## src/rtl/alu_mul_sequencer_if.sv

```systemverilog
// Bundle of the request, result and shared-ALU signals between the EX stage,
// the integer ALU and the shift-and-add multiply sequencer.
interface alu_mul_sequencer_if #(
  parameter int DATA_WIDTH    = 32,
  parameter int OPCODE_LENGTH = 4
);

  logic                     start;
  logic                     flush;
  logic [DATA_WIDTH-1:0]    op_a;
  logic [DATA_WIDTH-1:0]    op_b;
  logic                     busy;
  logic                     done;
  logic [DATA_WIDTH-1:0]    result;
  logic                     alu_req;
  logic                     alu_gnt;
  logic [DATA_WIDTH-1:0]    alu_src_a;
  logic [DATA_WIDTH-1:0]    alu_src_b;
  logic [OPCODE_LENGTH-1:0] alu_op;
  logic [DATA_WIDTH-1:0]    alu_result;

  // The pipeline/ALU side that issues multiplies and answers ALU requests.
  modport master (
    output start, flush, op_a, op_b, alu_gnt, alu_result,
    input  busy, done, result, alu_req, alu_src_a, alu_src_b, alu_op
  );

  // The multiply sequencer itself.
  modport slave (
    input  start, flush, op_a, op_b, alu_gnt, alu_result,
    output busy, done, result, alu_req, alu_src_a, alu_src_b, alu_op
  );

endinterface

```

## src/rtl/alu_mul_sequencer.sv

```systemverilog
// Shift-and-add multiplier producing the low DATA_WIDTH bits of A*B.
// All additions are borrowed from the shared integer ALU (ADD opcode), so the
// block itself contains only shifters, muxes and state.
module alu_mul_sequencer #(
  parameter int DATA_WIDTH    = 32,
  parameter int OPCODE_LENGTH = 4
) (
  input logic                 clk,
  input logic                 reset,
  alu_mul_sequencer_if.slave  bus
);

  localparam logic [OPCODE_LENGTH-1:0] ALU_ADD = OPCODE_LENGTH'(4'b0010);

  typedef enum logic [1:0] {
    IDLE = 2'd0,
    RUN  = 2'd1,
    DONE = 2'd2
  } state_t;

  state_t                state_q, state_d;
  logic [DATA_WIDTH-1:0] acc_q, acc_d;
  logic [DATA_WIDTH-1:0] mcand_q, mcand_d;
  logic [DATA_WIDTH-1:0] mplr_q, mplr_d;
  logic [DATA_WIDTH-1:0] result_q, result_d;
  logic                  alu_req;
  logic                  step_ok;

  // The ALU is only needed when the current multiplier bit adds the multiplicand.
  assign alu_req = (state_q == RUN) && mplr_q[0];
  // A zero multiplier bit never needs the ALU, so only adding steps wait for a grant.
  assign step_ok = !mplr_q[0] || bus.alu_gnt;

  // Next-state and datapath: one multiplier bit retired per non-stalled RUN cycle.
  always_comb begin
    state_d  = state_q;
    acc_d    = acc_q;
    mcand_d  = mcand_q;
    mplr_d   = mplr_q;
    result_d = result_q;
    case (state_q)
      IDLE: begin
        if (bus.start && !bus.flush) begin
          acc_d   = '0;
          mcand_d = bus.op_a;
          mplr_d  = bus.op_b;
          if ((bus.op_a == '0) || (bus.op_b == '0)) begin
            state_d  = DONE;
            result_d = '0;
          end else begin
            state_d = RUN;
          end
        end
      end
      RUN: begin
        if (bus.flush) begin
          state_d = IDLE;
        end else if (step_ok) begin
          if (mplr_q[0]) begin
            acc_d = bus.alu_result;
          end
          mcand_d = mcand_q << 1;
          mplr_d  = mplr_q >> 1;
          // Post-shift multiplier is zero when only bit 0 remains: no step counter needed.
          if (mplr_q[DATA_WIDTH-1:1] == '0) begin
            state_d  = DONE;
            result_d = acc_d;
          end
        end
      end
      DONE: begin
        state_d = IDLE;
      end
      default: begin
        state_d = IDLE;
      end
    endcase
  end

  // State and datapath registers; reset clears everything immediately.
  always_ff @(posedge clk or posedge reset) begin
    if (reset) begin
      state_q  <= IDLE;
      acc_q    <= '0;
      mcand_q  <= '0;
      mplr_q   <= '0;
      result_q <= '0;
    end else begin
      state_q  <= state_d;
      acc_q    <= acc_d;
      mcand_q  <= mcand_d;
      mplr_q   <= mplr_d;
      result_q <= result_d;
    end
  end

  // Status and ALU operands are decoded straight from registered state, and the
  // operand bus is driven to zero whenever the ALU is not requested.
  always_comb begin
    bus.busy      = (state_q != IDLE);
    bus.done      = (state_q == DONE);
    bus.result    = result_q;
    bus.alu_req   = alu_req;
    bus.alu_src_a = alu_req ? acc_q   : '0;
    bus.alu_src_b = alu_req ? mcand_q : '0;
    bus.alu_op    = alu_req ? ALU_ADD : '0;
  end

endmodule
```

## src/flat_wrapper.sv

```systemverilog
// flat-port wrapper written by rule: the top's interface ports become plain ports
module alu_mul_sequencer_flat 
#(
  parameter int DATA_WIDTH    = 32,
  parameter int OPCODE_LENGTH = 4
)
  (clk, reset, bus_start, bus_flush, bus_op_a, bus_op_b, bus_alu_gnt, bus_alu_result, bus_busy, bus_done, bus_result, bus_alu_req, bus_alu_src_a, bus_alu_src_b, bus_alu_op);
  alu_mul_sequencer_if #(.DATA_WIDTH(DATA_WIDTH), .OPCODE_LENGTH(OPCODE_LENGTH)) bus_i ();
  input logic clk;
  input logic reset;
  input wire logic [$bits(bus_i.start)-1:0] bus_start;
  input wire logic [$bits(bus_i.flush)-1:0] bus_flush;
  input wire logic [$bits(bus_i.op_a)-1:0] bus_op_a;
  input wire logic [$bits(bus_i.op_b)-1:0] bus_op_b;
  input wire logic [$bits(bus_i.alu_gnt)-1:0] bus_alu_gnt;
  input wire logic [$bits(bus_i.alu_result)-1:0] bus_alu_result;
  output wire logic [$bits(bus_i.busy)-1:0] bus_busy;
  output wire logic [$bits(bus_i.done)-1:0] bus_done;
  output wire logic [$bits(bus_i.result)-1:0] bus_result;
  output wire logic [$bits(bus_i.alu_req)-1:0] bus_alu_req;
  output wire logic [$bits(bus_i.alu_src_a)-1:0] bus_alu_src_a;
  output wire logic [$bits(bus_i.alu_src_b)-1:0] bus_alu_src_b;
  output wire logic [$bits(bus_i.alu_op)-1:0] bus_alu_op;
  assign bus_i.start = bus_start;
  assign bus_i.flush = bus_flush;
  assign bus_i.op_a = bus_op_a;
  assign bus_i.op_b = bus_op_b;
  assign bus_i.alu_gnt = bus_alu_gnt;
  assign bus_i.alu_result = bus_alu_result;
  assign bus_busy = bus_i.busy;
  assign bus_done = bus_i.done;
  assign bus_result = bus_i.result;
  assign bus_alu_req = bus_i.alu_req;
  assign bus_alu_src_a = bus_i.alu_src_a;
  assign bus_alu_src_b = bus_i.alu_src_b;
  assign bus_alu_op = bus_i.alu_op;
  alu_mul_sequencer #(.DATA_WIDTH(DATA_WIDTH), .OPCODE_LENGTH(OPCODE_LENGTH)) u_core (.clk(clk), .reset(reset), .bus(bus_i));
endmodule
```

## config.mk

```make
export PLATFORM = sky130hd
export DESIGN_NAME = alu_mul_sequencer_flat
export DESIGN_NICKNAME = d
export VERILOG_FILES = /design/src/rtl/alu_mul_sequencer_if.sv /design/src/rtl/alu_mul_sequencer.sv /design/src/flat_wrapper.sv
export SDC_FILE = /design/constraint.sdc
export NUM_CORES = 1
export LEC_CHECK = 0
export CAP_MARGIN = 30
export CORE_ASPECT_RATIO = 1.4
export CORE_MARGIN = 2
export CORE_UTILIZATION = 51
export CTS_CLUSTER_SIZE = 30
export DETAILED_ROUTE_END_ITERATION = 10
export PLACE_DENSITY = 0.92
export SYNTH_ARGS = -nofsm -noshare
export SYNTH_HDL_FRONTEND = slang
export SYNTH_SLANG_ARGS = --single-unit
```

## constraint.sdc

```tcl
create_clock -name clk -period 7.5 [get_ports clk]
set_clock_uncertainty 0.2 [all_clocks]
set_input_delay 1.5 -clock clk [delete_from_list [all_inputs] [get_ports clk]]
set_output_delay 1.5 -clock clk [all_outputs]
set_load 0.005 [all_outputs]
```

# Word level (Yosys, flattened, before mapping)
# Index checks and enable logic that the tools add are counted.
[op_classes] n_addsub=0 n_lt_le_gt_ge=0 div=0 shift=0 multipliers=0 mux=28 eq_ne=9 bitwise_logic=0 n_reduce_logical=15
[ops] op="$mux W32" count=17
[ops] op="$pmux W32 S2" count=4
[ops] op="$logic_not A32 Y1" count=2
[ops] op="$logic_not A31 Y1" count=1
[ops] op="$mux W2" count=6
[ops] op="$ne A2 B1 Y1 const B" count=3
[ops] op="$reduce_and A6 Y1" count=1
[ops] op="$ne A2 B2 Y1 const B" count=2
[ops] op="$pmux W2 S2" count=1
[ops] op="$reduce_and A4 Y1" count=1
[ops] op="$reduce_bool A2 Y1" count=2
[ops] op="$ne A3 B2 Y1 const B" count=1
[ops] op="$ne A3 B3 Y1 const B" count=1
[ops] op="$reduce_and A3 Y1" count=1
[ops] op="$eq A2 B1 Y1 const B" count=1
[ops] op="$eq A2 B2 Y1 const B" count=1
[ops] op="$logic_and A1 B1 Y1" count=2
[ops] op="$logic_not A1 Y1" count=2
[ops] op="$logic_not A2 Y1" count=1
[ops] op="$logic_or A1 B1 Y1" count=2
[word_totals] latchBits=0 mem_bits_ro=0 inputBits=101 mem_bits_rw=0 n_memories=0 ff_bits=130

# Logic depth before layout (Yosys ltp)
[logic_depth] depth_word=5 ltp_mapped=8

# Least setup slack after synthesis
# Ideal clock, no wire load.
[synth_timing] path_kind="reg2out" from="register u_core.state_q[1]" to="output port bus_alu_src_a[31]" stages_incl_launch_ff=6 arrival_ns=1.389 setup_slack_ns=4.411 path_buffers=3 path_cell_list="dfrtp_1 nor2b_1 buf_2 buf_2 clkbuf_1 and3_1"
[synth_via] elab_chain_len=3
[synth_rtl] element="start, declared" line_no="alu_mul_sequencer.sv:21" rtl="state_t state_q, state_d;"
[synth_rtl] element="start signal, assigned" line_no="alu_mul_sequencer.sv:89" rtl="state_q <= state_d;"
[synth_rtl] element="$eq A2 B1 Y1" line_no="alu_mul_sequencer.sv:30" rtl="assign alu_req = (state_q == RUN) && mplr_q[0];"
[synth_rtl] element="$logic_and A1 B1 Y1" line_no="alu_mul_sequencer.sv:30"
[synth_rtl] element="$mux W32" line_no="alu_mul_sequencer.sv:104" rtl="bus.alu_src_a = alu_req ? acc_q : '0;"
[synth_rtl] element="end, declared" line_no="flat_wrapper.sv:21" rtl="output wire logic [$bits(bus_i.alu_src_a)-1:0] bus_alu_src_a;"
# No other way between the ends.

# Worst setup path after layout
[layout_timing] from="register u_core.state_q[0]" to="output port bus_alu_src_b[31]"
[layout_via] elab_chain_len=3
[layout_rtl] element="$eq A2 B1 Y1" line_no="alu_mul_sequencer.sv:30"
[layout_rtl] element="$logic_and A1 B1 Y1" line_no="alu_mul_sequencer.sv:30"
[layout_rtl] element="$mux W32" line_no="alu_mul_sequencer.sv:105" rtl="bus.alu_src_b = alu_req ? mcand_q : '0;"
[layout_rtl] element="end, declared" line_no="flat_wrapper.sv:22" rtl="output wire logic [$bits(bus_i.alu_src_b)-1:0] bus_alu_src_b;"
# No other way between the ends.

==> results.tsv <==
metric	value	unit
ios	204	
dieArea	14000	µm²
setup_viol	0	
synth.top_cells.by_area	dfrtp_1 (49%), nand2_1 (7.2%), mux2_4 (6.5%), and3_1 (6.0%), a31oi_1 (5.9%)	
routedWlPerCell	17.5	µm
drive_gt1_frac	0.120	
cts_buffers	17	
synth_xor_xnor_area_share	0	
leakagePower	4.31	nW
synthSimpleGateAreaFrac	0.224	
drcViolationCount	0	
final_common_cell	clkdlybuf4s50_1	
tritoncts	yes	
avgSynthCellArea	9.68	µm²
cts_resized	0	
clk_latency	0.41	ns
worstSetupEndpoint	bus_alu_src_b[31]	
fp.dieH	139	µm
crit_start	u_core.state_q[0]	
setup_ws	3.35	ns
synth-seq-cells	130	
synth_top_family_by_area	simple AND/OR/NAND/NOR gates	
first_iter_violations	382	
ys_warn_count	0	
rsz0062_at_grt	no	
r2r_slack	4.48	ns
htreeDepth	4	
fmax	241	MHz
maxCapViolCount	0	
place.gp.congestion	0.901	
place_hpwl	12000	µm
yosysTopAreaCellShare	0.488	
place.port_buffers	200	
start_kind	flop	
drtPass1Iterations	5	
worstReg2RegStart	u_core.mplr_q[0]	
ir_drop	0.000181	V
hold_class	flop to flop	
worstPathRequired	5.80	ns
maxSlewHeadroom	0.307	
cp-end-kind	primary output	
antenna_found_initial	0	
grt_pass1_wl	28400	µm
n_antenna_cell	0	
final_cell_mix	clkdlybuf4s50_1 (200), dfrtp_1 (129), nand2_1 (127)	
path_clk_slew	0.06	ns
fin_util	0.718	
fp.dieW	101	µm
cts-hold-fix-buffers	0	
min_period	4.15	ns
ys_seq_area_frac	0.488	
synthMuxAreaShare	0.173	
grt_pass1_vias	5671	
hold_ws	0.308	ns
fin_crit_sh	0.554	
ys_types	28	
synth_compound_area_frac	0.0669	
path_class	flop to primary output	
worst-endpoint-arrival	2.45	ns
slew_violations	0	
fin_setup_tns	0	ns
wl	17800	µm
postRouteAntennaNets	0	
via_per_inst	5.70	
core-area	12800	µm²
cts.path.max_buffers	2	
hold_violations	0	
grt_util_all_layers	0.256	
post-place-ws	3.18	ns
postSynthCellCount	688	
postCtsSetupBuffers	0	
synth_top_area_cell	dfrtp_1	
rr_endpoint	u_core.bus.result[6]	
area_growth	38.1	%
clkSinkCount	130	
gr-total-overflow	0	
vias	5813	
rows	49	
ff2ff_path_depth	7	
synthesis.area	6660	µm²
initial_core_util	0.520	
worst_pin_slew	1.04	ns
path_max_fanout	75	
cts-root-buf	clkbuf_16	
placed_area	8660	µm²
postLayoutCellArea	9200	µm²
grt_start_max_net_pins	96	
layout.nets	956	
synthAdderAreaFrac	0	
cellPowerDensity	292	nW/µm²
status	completed	
worst min path at each step:
stage                          start                    end  slack, ns  depth (start not counted)
6_report       u_core.bus.result[25]  u_core.bus.result[25]       0.31                          1
5_1_grt         u_core.bus.result[8]   u_core.bus.result[8]       0.32                          1
4_1_cts        u_core.bus.result[25]  u_core.bus.result[25]       0.31                          1
3_5_place_dp   u_core.bus.result[25]  u_core.bus.result[25]       0.29                          1
3_3_place_gp    u_core.bus.result[0]   u_core.bus.result[0]       0.30                          1
2_1_floorplan       u_core.acc_q[10]       u_core.acc_q[10]       0.29                          1
critical path, cell delays in order (launching register included):
cell and delay [ns]:
dfrtp_1 0.48, nor2b_4 0.20, buf_4 0.54, and3_1 0.29, clkdlybuf4s50_1 0.53
where the power goes:
part           switching [W]  leakage (nW)  internal [W]  total, W
Clock               0.000289         0.271      0.000478  0.000766
Sequential          0.000175          1.61      0.000908   0.00108
Combinational       0.000370          2.43      0.000466  0.000836
Total               0.000834          4.31       0.00185   0.00269
cell usage after synthesis, drive strengths merged:
cell type / count
nand2: 127
or4: 1
clkbuf: 28
o22ai: 1
a31oi: 63
nor2b: 2
dfrtp: 130
nand2b: 2
conb: 1
o311ai: 1
nand4: 6
inv: 5
and2: 1
nor2: 96
buf: 33
nor3: 4
nor4: 23
or2: 1
o21ai: 3
mux2i: 32
and3: 64
mux2: 64
layout make-up:
cell class / count / area, µm²
sequential: 130 / 3260
fill: 863 / 3610
clock inverter: 6 / 55.1
timing repair buffer: 207 / 2070
clock buffer: 25 / 485
inverter: 5 / 21.3
multi-input combinational: 494 / 3120
tap: 153 / 191
sequential cells by signal, summed over array words and instances, names as in the netlist:
name               count
u_core.mplr_q         32
u_core.mcand_q        32
u_core.bus.result     32
u_core.state_q         2
u_core.acc_q          32
metrics by stage:
stage	instances	total power (W)
after floorplan	690	0.00154
after global placement	988	0.00187
after detailed placement	989	0.00192
after CTS	1020	0.00269
after global routing	1020	0.00282
final	1020	0.00269
routing by layer:
metal | track usage | share of wire | vias to the layer above
li1 | - | - | 2721
met1 | 0.312 | 0.40 | 2804
met2 | 0.428 | 0.51 | 238
met3 | 0.0542 | 0.051 | 50
met4 | 0.121 | 0.037 | 0
met5 | 0 | 0 | -
logic make-up after synthesis:
group                  Yosys count
and+or+nand+nor                327
DFF                            130
muxes                           96
AOI/OAI and AO/OA               68
buffers and inverters           66
other                            1
No activity file was read; power rests on OpenSTA's default activity.
